## src/rtl/pong_game_ctrl_if.sv

```systemverilog
// Signal bundle between the pong game sequencer and its surroundings.
// master drives buttons/tick/hit/miss; slave is the sequencer itself.
interface pong_game_ctrl_if;
  logic       refr_tick;
  logic [1:0] btn;
  logic       hit;
  logic       miss;
  logic       gra_still;
  logic [1:0] game_state;
  logic [1:0] balls_left;
  logic [3:0] score_d1;
  logic [3:0] score_d0;
  logic       timer_busy;

  modport master (
    output refr_tick, btn, hit, miss,
    input  gra_still, game_state, balls_left, score_d1, score_d0, timer_busy
  );

  modport slave (
    input  refr_tick, btn, hit, miss,
    output gra_still, game_state, balls_left, score_d1, score_d0, timer_busy
  );
endinterface

```

## src/rtl/pong_game_ctrl.sv

```systemverilog
// Pong game sequencer: ball count, BCD score and pause timing over the frame tick.
// Optional macro PONG_AUTO_SERVE_EN serves a new ball without a button press.
module pong_game_ctrl #(
  parameter int unsigned BALLS       = 3,
  parameter int unsigned TIMER_TICKS = 120
) (
  input logic              clk,
  input logic              reset_n,
  pong_game_ctrl_if.slave  bus
);

  typedef enum logic [1:0] {
    StNewGame = 2'b00,
    StPlay    = 2'b01,
    StNewBall = 2'b10,
    StOver    = 2'b11
  } state_e;

  localparam logic [1:0] BallsInit  = 2'(BALLS);
  localparam logic [1:0] BallsServe = 2'(BALLS - 1);
  localparam logic [6:0] TimerLoad  = 7'(TIMER_TICKS);

  state_e     state_q, state_d;
  logic [1:0] balls_q, balls_d;
  logic [3:0] d1_q, d1_d;
  logic [3:0] d0_q, d0_d;
  logic [6:0] timer_q, timer_d;
  logic       gra_still_q, gra_still_d;

  logic btn_press;
  logic timer_zero;

  assign btn_press  = (bus.btn != 2'b00);
  assign timer_zero = (timer_q == 7'd0);

  always_comb begin
    state_d = state_q;
    balls_d = balls_q;
    d1_d    = d1_q;
    d0_d    = d0_q;
    timer_d = timer_q;

    if (bus.refr_tick && !timer_zero) begin
      timer_d = timer_q - 7'd1;
    end

    unique case (state_q)
      StNewGame: begin
        d1_d    = 4'd0;
        d0_d    = 4'd0;
        balls_d = BallsInit;
        if (btn_press) begin
          state_d = StPlay;
          balls_d = BallsServe;
        end
      end
      StPlay: begin
        // miss takes priority over a coincident hit
        if (bus.miss) begin
          timer_d = TimerLoad;
          if (balls_q == 2'd0) begin
            state_d = StOver;
          end else begin
            state_d = StNewBall;
            balls_d = balls_q - 2'd1;
          end
        end else if (bus.hit) begin
          if (d0_q == 4'd9) begin
            d0_d = 4'd0;
            d1_d = (d1_q == 4'd9) ? 4'd0 : d1_q + 4'd1;
          end else begin
            d0_d = d0_q + 4'd1;
          end
        end
      end
      StNewBall: begin
`ifdef PONG_AUTO_SERVE_EN
        if (timer_zero) begin
          state_d = StPlay;
        end
`else
        if (timer_zero && btn_press) begin
          state_d = StPlay;
        end
`endif
      end
      StOver: begin
        if (timer_zero) begin
          state_d = StNewGame;
          d1_d    = 4'd0;
          d0_d    = 4'd0;
          balls_d = BallsInit;
        end
      end
      default: state_d = StNewGame;
    endcase

    gra_still_d = (state_d != StPlay);
  end

  always_ff @(posedge clk or negedge reset_n) begin
    if (!reset_n) begin
      state_q     <= StNewGame;
      balls_q     <= BallsInit;
      d1_q        <= 4'd0;
      d0_q        <= 4'd0;
      timer_q     <= 7'd0;
      gra_still_q <= 1'b1;
    end else begin
      state_q     <= state_d;
      balls_q     <= balls_d;
      d1_q        <= d1_d;
      d0_q        <= d0_d;
      timer_q     <= timer_d;
      gra_still_q <= gra_still_d;
    end
  end

  assign bus.gra_still  = gra_still_q;
  assign bus.game_state = state_q;
  assign bus.balls_left = balls_q;
  assign bus.score_d1   = d1_q;
  assign bus.score_d0   = d0_q;
  assign bus.timer_busy = !timer_zero;

endmodule

```

## src/flat_wrapper.sv

```systemverilog
// flat-port wrapper written by rule: the top's interface ports become plain ports
module pong_game_ctrl_flat 
#(
  parameter int unsigned BALLS       = 3,
  parameter int unsigned TIMER_TICKS = 120
)
  (clk, reset_n, bus_refr_tick, bus_btn, bus_hit, bus_miss, bus_gra_still, bus_game_state, bus_balls_left, bus_score_d1, bus_score_d0, bus_timer_busy);
  pong_game_ctrl_if bus_i ();
  input logic clk;
  input logic reset_n;
  input wire logic [$bits(bus_i.refr_tick)-1:0] bus_refr_tick;
  input wire logic [$bits(bus_i.btn)-1:0] bus_btn;
  input wire logic [$bits(bus_i.hit)-1:0] bus_hit;
  input wire logic [$bits(bus_i.miss)-1:0] bus_miss;
  output wire logic [$bits(bus_i.gra_still)-1:0] bus_gra_still;
  output wire logic [$bits(bus_i.game_state)-1:0] bus_game_state;
  output wire logic [$bits(bus_i.balls_left)-1:0] bus_balls_left;
  output wire logic [$bits(bus_i.score_d1)-1:0] bus_score_d1;
  output wire logic [$bits(bus_i.score_d0)-1:0] bus_score_d0;
  output wire logic [$bits(bus_i.timer_busy)-1:0] bus_timer_busy;
  assign bus_i.refr_tick = bus_refr_tick;
  assign bus_i.btn = bus_btn;
  assign bus_i.hit = bus_hit;
  assign bus_i.miss = bus_miss;
  assign bus_gra_still = bus_i.gra_still;
  assign bus_game_state = bus_i.game_state;
  assign bus_balls_left = bus_i.balls_left;
  assign bus_score_d1 = bus_i.score_d1;
  assign bus_score_d0 = bus_i.score_d0;
  assign bus_timer_busy = bus_i.timer_busy;
  pong_game_ctrl #(.BALLS(BALLS), .TIMER_TICKS(TIMER_TICKS)) u_core (.clk(clk), .reset_n(reset_n), .bus(bus_i));
endmodule
```

## config.mk

```make
export PLATFORM = sky130hd
export DESIGN_NAME = pong_game_ctrl_flat
export DESIGN_NICKNAME = d
export VERILOG_FILES = /design/src/rtl/pong_game_ctrl_if.sv /design/src/rtl/pong_game_ctrl.sv /design/src/flat_wrapper.sv
export SDC_FILE = /design/constraint.sdc
export NUM_CORES = 1
export LEC_CHECK = 0
export ABC_AREA = 1
export ABC_CLOCK_PERIOD_IN_PS = 1300
export CORE_UTILIZATION = 35
export DETAILED_ROUTE_END_ITERATION = 10
export DONT_BUFFER_PORTS = 1
export PLACE_DENSITY = 0.51
export SYNTH_ARGS = -nofsm -noshare
export SYNTH_HDL_FRONTEND = slang
export SYNTH_SLANG_ARGS = --single-unit
export TNS_END_PERCENT = 50
```

## constraint.sdc

```tcl
create_clock -name clk -period 1.3 [get_ports clk]
set_input_delay 0.39 -clock clk [delete_from_list [all_inputs] [get_ports clk]]
set_output_delay 0.39 -clock clk [all_outputs]
set_load 0.01 [all_outputs]
```

[Yosys cells after proc, flatten, opt, wreduce, memory -nomap -nowiden]
Cells that the tools add are included.
Operators by class
  add/subtract/negate cells: 4
  equal/unequal tests: 12
  multiplexer cells: 24
  reductions and logical operators: 11
Operators with widths (number)
  $mux W4: 8
  $pmux W4 S3: 2
  $mux W7: 3
  $mux W2: 7
  $add A4 B1 Y4 const B: 2
  $eq A4 B4 Y1 const B: 2
  $ne A2 B2 Y1 const B: 4
  $pmux W2 S4: 1
  $reduce_and A4 Y1: 2
  $logic_not A7 Y1: 1
  $sub A7 B1 Y7 const B: 1
  $ne A2 B1 Y1 const B: 3
  $pmux W2 S3: 1
  $reduce_and A5 Y1: 1
  $eq A2 B2 Y1 const B: 2
  $logic_not A2 Y1: 2
  $reduce_bool A3 Y1: 1
  $eq A2 B1 Y1 const B: 1
  $logic_and A1 B1 Y1: 2
  $mux W1: 2
  $reduce_bool A2 Y1: 1
  $sub A2 B1 Y2 const B: 1
  $logic_not A1 Y1: 1
Word-level totals
  flip-flop bits (word level): 20
  input bits: 7
  word-level logic and storage cells: 57

[Depth between registers and ports, before layout]
  depth in word-level cells: 6
  depth in mapped cells: 9

[Worst setup path before layout]
Ideal clock, no wire load.
  path type: reg-to-reg
  from: register u_core.timer_q[0]
  to: register u_core.d1_q[0] (netlist: u_core.bus.score_d1[0])
  library setup time: 0.117 ns
  arrival time: 1.314 ns
  required time: 1.183 ns
  slack: -0.132 ns
  stages on the path, launching flop included: 10
  path buffers: 0
  clock period less this slack: 1.432 ns
  path through: dfrtp_1 > inv_1 > ha_1 > nand2_1 > nor2_2 > nand2_1 > nand2_1 > nand4_1 > nand2_1 > nand2_1
Between the ends
  longest elaborated chain between the ends: 3
RTL lines
  from (decl): line pong_game_ctrl.sv:27  | logic [6:0] timer_q, timer_d;
  from (signal assigned): line pong_game_ctrl.sv:114  | timer_q <= timer_d;
  $logic_not A7 Y1: line pong_game_ctrl.sv:34  | assign timer_zero = (timer_q == 7'd0);
  $ne A2 B1 Y1 (no source line)
  $reduce_and A5 Y1 (no source line)
  to (signal assigned): line pong_game_ctrl.sv:105  | d1_q <= 4'd0;
  to (signal assigned): line pong_game_ctrl.sv:112  | d1_q <= d1_d;
  to (decl): line pong_game_ctrl.sv:25  | logic [3:0] d1_q, d1_d;
Every way passes these cells.
A chain may end at the register's enable or synchronous reset.

[Worst setup path in the final report]
  from: register u_core.timer_q[4]
  to: output port bus_timer_busy
Between the ends
  longest elaborated chain between the ends: 2
RTL lines
  $logic_not A7 Y1: line pong_game_ctrl.sv:34
  $logic_not A1 Y1: line pong_game_ctrl.sv:124  | assign bus.timer_busy = !timer_zero;
  to (decl): line flat_wrapper.sv:20  | output wire logic [$bits(bus_i.timer_busy)-1:0] bus_timer_busy;
Every way passes these cells.

==> results.md <==
- Residual DRC: 0
- Critical path depth: 5
- TritonCTS clock tree: built
- Total track usage: 18.32%
- Leading area contributor after synthesis: dfrtp_1
- Switching fraction of total power: 43.10%
- Rows: 21
- Commonest non-fill, non-tap cell in the layout: nand2_1
- Chip Width: 61.40 µm
- Clock power share: 11.2%
- Synth Register Bits: 20
- Setup TNS Final: -3301 ps
- Worst Slack Setup Final: -357.9 ps
- Finished Layout Cells: 250
- Type of the most critical hold path: primary input to flop
- Cell variety after synth: 22
- Initial DRT Pass Iterations: 4
- # IOs: 21
- Syn Std Cell Area: 1235 µm²
- Clock transition at the registers of the reported paths: 120 ps
- VDD IR max: 0.9831 mV
- Startpoint Class: flop
- Crit path capture type: output port
- Root Driver: clkbuf_4
- Clock sink count: 20
- Final nets: 217
- Relative slew slack: 37.11%
- Largest net degree at the start of global routing: 21
- Status: complete, but fails checks
- Share of cells above drive strength 1: 38.42%
- Final Slew Violations: 0
- PD cells: 1875 nW/µm²
- Avg Inst Size Synth: 7.484 µm²
- CP top delay family: flip-flops
- Failing checks: negative setup slack
- Fin crit share: 127.5%
- Tightest Pin Transition: 943.3 ps
- R2R setup slack: -270 ps
- Number of global-route vias before repair: 1116
- Synth area leaders: dfrtp_1 (34%), nand2_1 (15%), dfstp_2 (6.4%), inv_1 (6.4%), ha_1 (6.1%)
- Overall Power: 3.360 mW
- Maxcap violations: 0
- Final instance area: 1792 µm²
- R2R Path Start: u_core.timer_q[4]
- Routed vias: 1203
- Initial antenna violation count: 1
- Post-Syn Nets: 178
- Cell Area, Placed: 1498 µm²
- YS warnings: 0
- Sequential share of power: 30.3%
- Worst Setup EP: bus_timer_busy
- Clock skew: 0.9145 ps
- PortBufs: 0
- Multi-input logic area: 774.5 µm²
- Routed Antenna Nets: 0
- Arr. time, crit path: 1270 ps
- Sw Pwr: 1.448 mW
- Longest Clk Path Bufs: 2
- CP required: 910 ps
- RR Endpoint: u_core.bus.score_d1[0]
- Post-DP HPWL: 2.162 mm
- Core area: 3363 µm²
- Routed len/inst: 12.88 µm
- Register area share after synthesis: 40.83%
- Cells after synthesis: 165
- Crit path max fanout: 2
- Final setup vio count: 25
- Placed cell count: 234
- Clk Latency, worst-skew pair: 300 ps
- CP peak stage delay: 400 ps
- Setup Crit Path Kind: flop to output port
- Crit path cell chain: inv_1 -> nand2_1 -> nor2_4 -> nand2_2 -> buf_6
- Total congestion overflow: 0
- Worst Path Buf+Inv: 2
- H-tree depth: 1
- Comb power frac: 58.4%
- Tmin final: 1658 ps
- Final hold vios: 0
- Routability congestion estimate from global placement: 0.8154
- Max Fclk: 603.2 MHz
- First-pass GRT wire length: 5.037 mm
- Reg2Reg Depth: 10
- Initial core utilization: 36.72%
- Die area: 3770 µm²
- Post-Route WL: 3.219 mm
- Leak pwr: 0.8632 nW
- Worst setup path start: u_core.timer_q[4]
- Filler cells: 353
- Most frequent cells in the layout: nand2_1 (42), inv_1 (19), buf_4 (18), buf_6 (15), dfrtp_1 (15)
- Top cell type's share of synthesized area: 34.45%
- Layout area overhead: 45.09%
- Initial drt markers: 47
- RSZ-0062 raised after global routing: true
- Vias per Instance: 4.812
- Die Height: 61.40 µm
- Hold_ws: 215.2 ps
- CP max-delay cell: dfrtp_1
- Reg area: 506.7 µm²
- Internal power: 1.912 mW
- CTS Buf Count: 3
power groups by stage:
stage / sequential (mW) / combinational [mW] / clock (mW)
after detailed placement: 1.03 / 1.49 / 0
after CTS: 1.01 / 1.76 / 0.399
after global placement: 1.02 / 1.46 / 0
after global routing: 1.05 / 2.19 / 0.418
final: 1.02 / 1.96 / 0.377
after floorplan: 1.09 / 0.860 / 0
registers in the layout, indices dropped and copies added, names as in the netlist:
signal / count
u_core.bus.game_state: 2
u_core.bus.score_d1: 4
u_core.bus.score_d0: 4
u_core.bus.balls_left: 2
u_core.bus.gra_still: 1
u_core.timer_q: 7
stage by stage:
step                setup WS, ps  util [%]
finish                    -357.9     53.27
global route              -467.1     53.27
CTS                       -382.8     49.85
detailed placement        -106.0     44.53
global placement          -77.53     44.53
floorplan                 -45.38         -
worst min path at each step:
stage / startpoint / to / depth (start not counted)
detailed placement: reset_n / u_core.timer_q[5] / 0
floorplan: reset_n / u_core.bus.game_state[0] / 0
global route: bus_refr_tick / u_core.timer_q[1] / 2
global placement: reset_n / u_core.timer_q[5] / 0
finish: bus_refr_tick / u_core.timer_q[1] / 2
CTS: bus_refr_tick / u_core.timer_q[1] / 2
cells in the mapped netlist:
| cell type | n |
|---|---|
| o21ai_4 | 1 |
| o211ai_1 | 1 |
| inv_2 | 5 |
| dfstp_2 | 3 |
| nand4_1 | 10 |
| xor2_1 | 1 |
| nand2_4 | 1 |
| nand3_1 | 14 |
| or2_0 | 2 |
| o21ai_1 | 7 |
| o21ai_0 | 3 |
| nand2_2 | 4 |
| ha_1 | 6 |
| nor2_8 | 1 |
| a21oi_1 | 4 |
| dfrtp_1 | 17 |
| or2_2 | 2 |
| nor2_1 | 10 |
| nor2_2 | 3 |
| nand2_1 | 48 |
| nor3_1 | 1 |
| inv_1 | 21 |
area by class of cell:
type	count	area share (%)
tap	46	3.212
timing repair buffer	34	17.67
clock buffer	4	2.025
multi-input combinational	119	43.23
antenna	1	0.1397
sequential	20	28.28
inverter	26	5.447
logic make-up (layout without fill, tap and decap cells):
group | count (synthesis) | count (layout) | share of synthesized area, %
AOI/OAI and AO/OA | 16 | 16 | 7.599
buffers and inverters | 26 | 64 | 7.903
xor gates and xnor gates | 1 | 1 | 0.7093
adders and majority gates | 6 | 6 | 6.079
and+or+nand+nor | 96 | 96 | 36.88
DFF | 20 | 20 | 40.83
other | 0 | 1 | 0
layer usage:
metal / share of wire (%) / routed length, µm / track usage [%] / up-vias
li1: - / - / - / 613
met4: 0.81 / 26 / 7.302 / 0
met5: 0 / 0 / 0 / -
met2: 48 / 1544 / 27.80 / 27
met1: 46 / 1489 / 25.94 / 559
met3: 4.9 / 158 / 3.151 / 4
repair_timing:
item	4_1_cts	5_1_grt
endpoints found under the setup margin	21	48
hold buffers	1	0
resized for setup	19	25
pin swaps	13	11
buffers inserted	9	3
hold endpoints to repair	20	0
(Power assumes the default switching activity.)
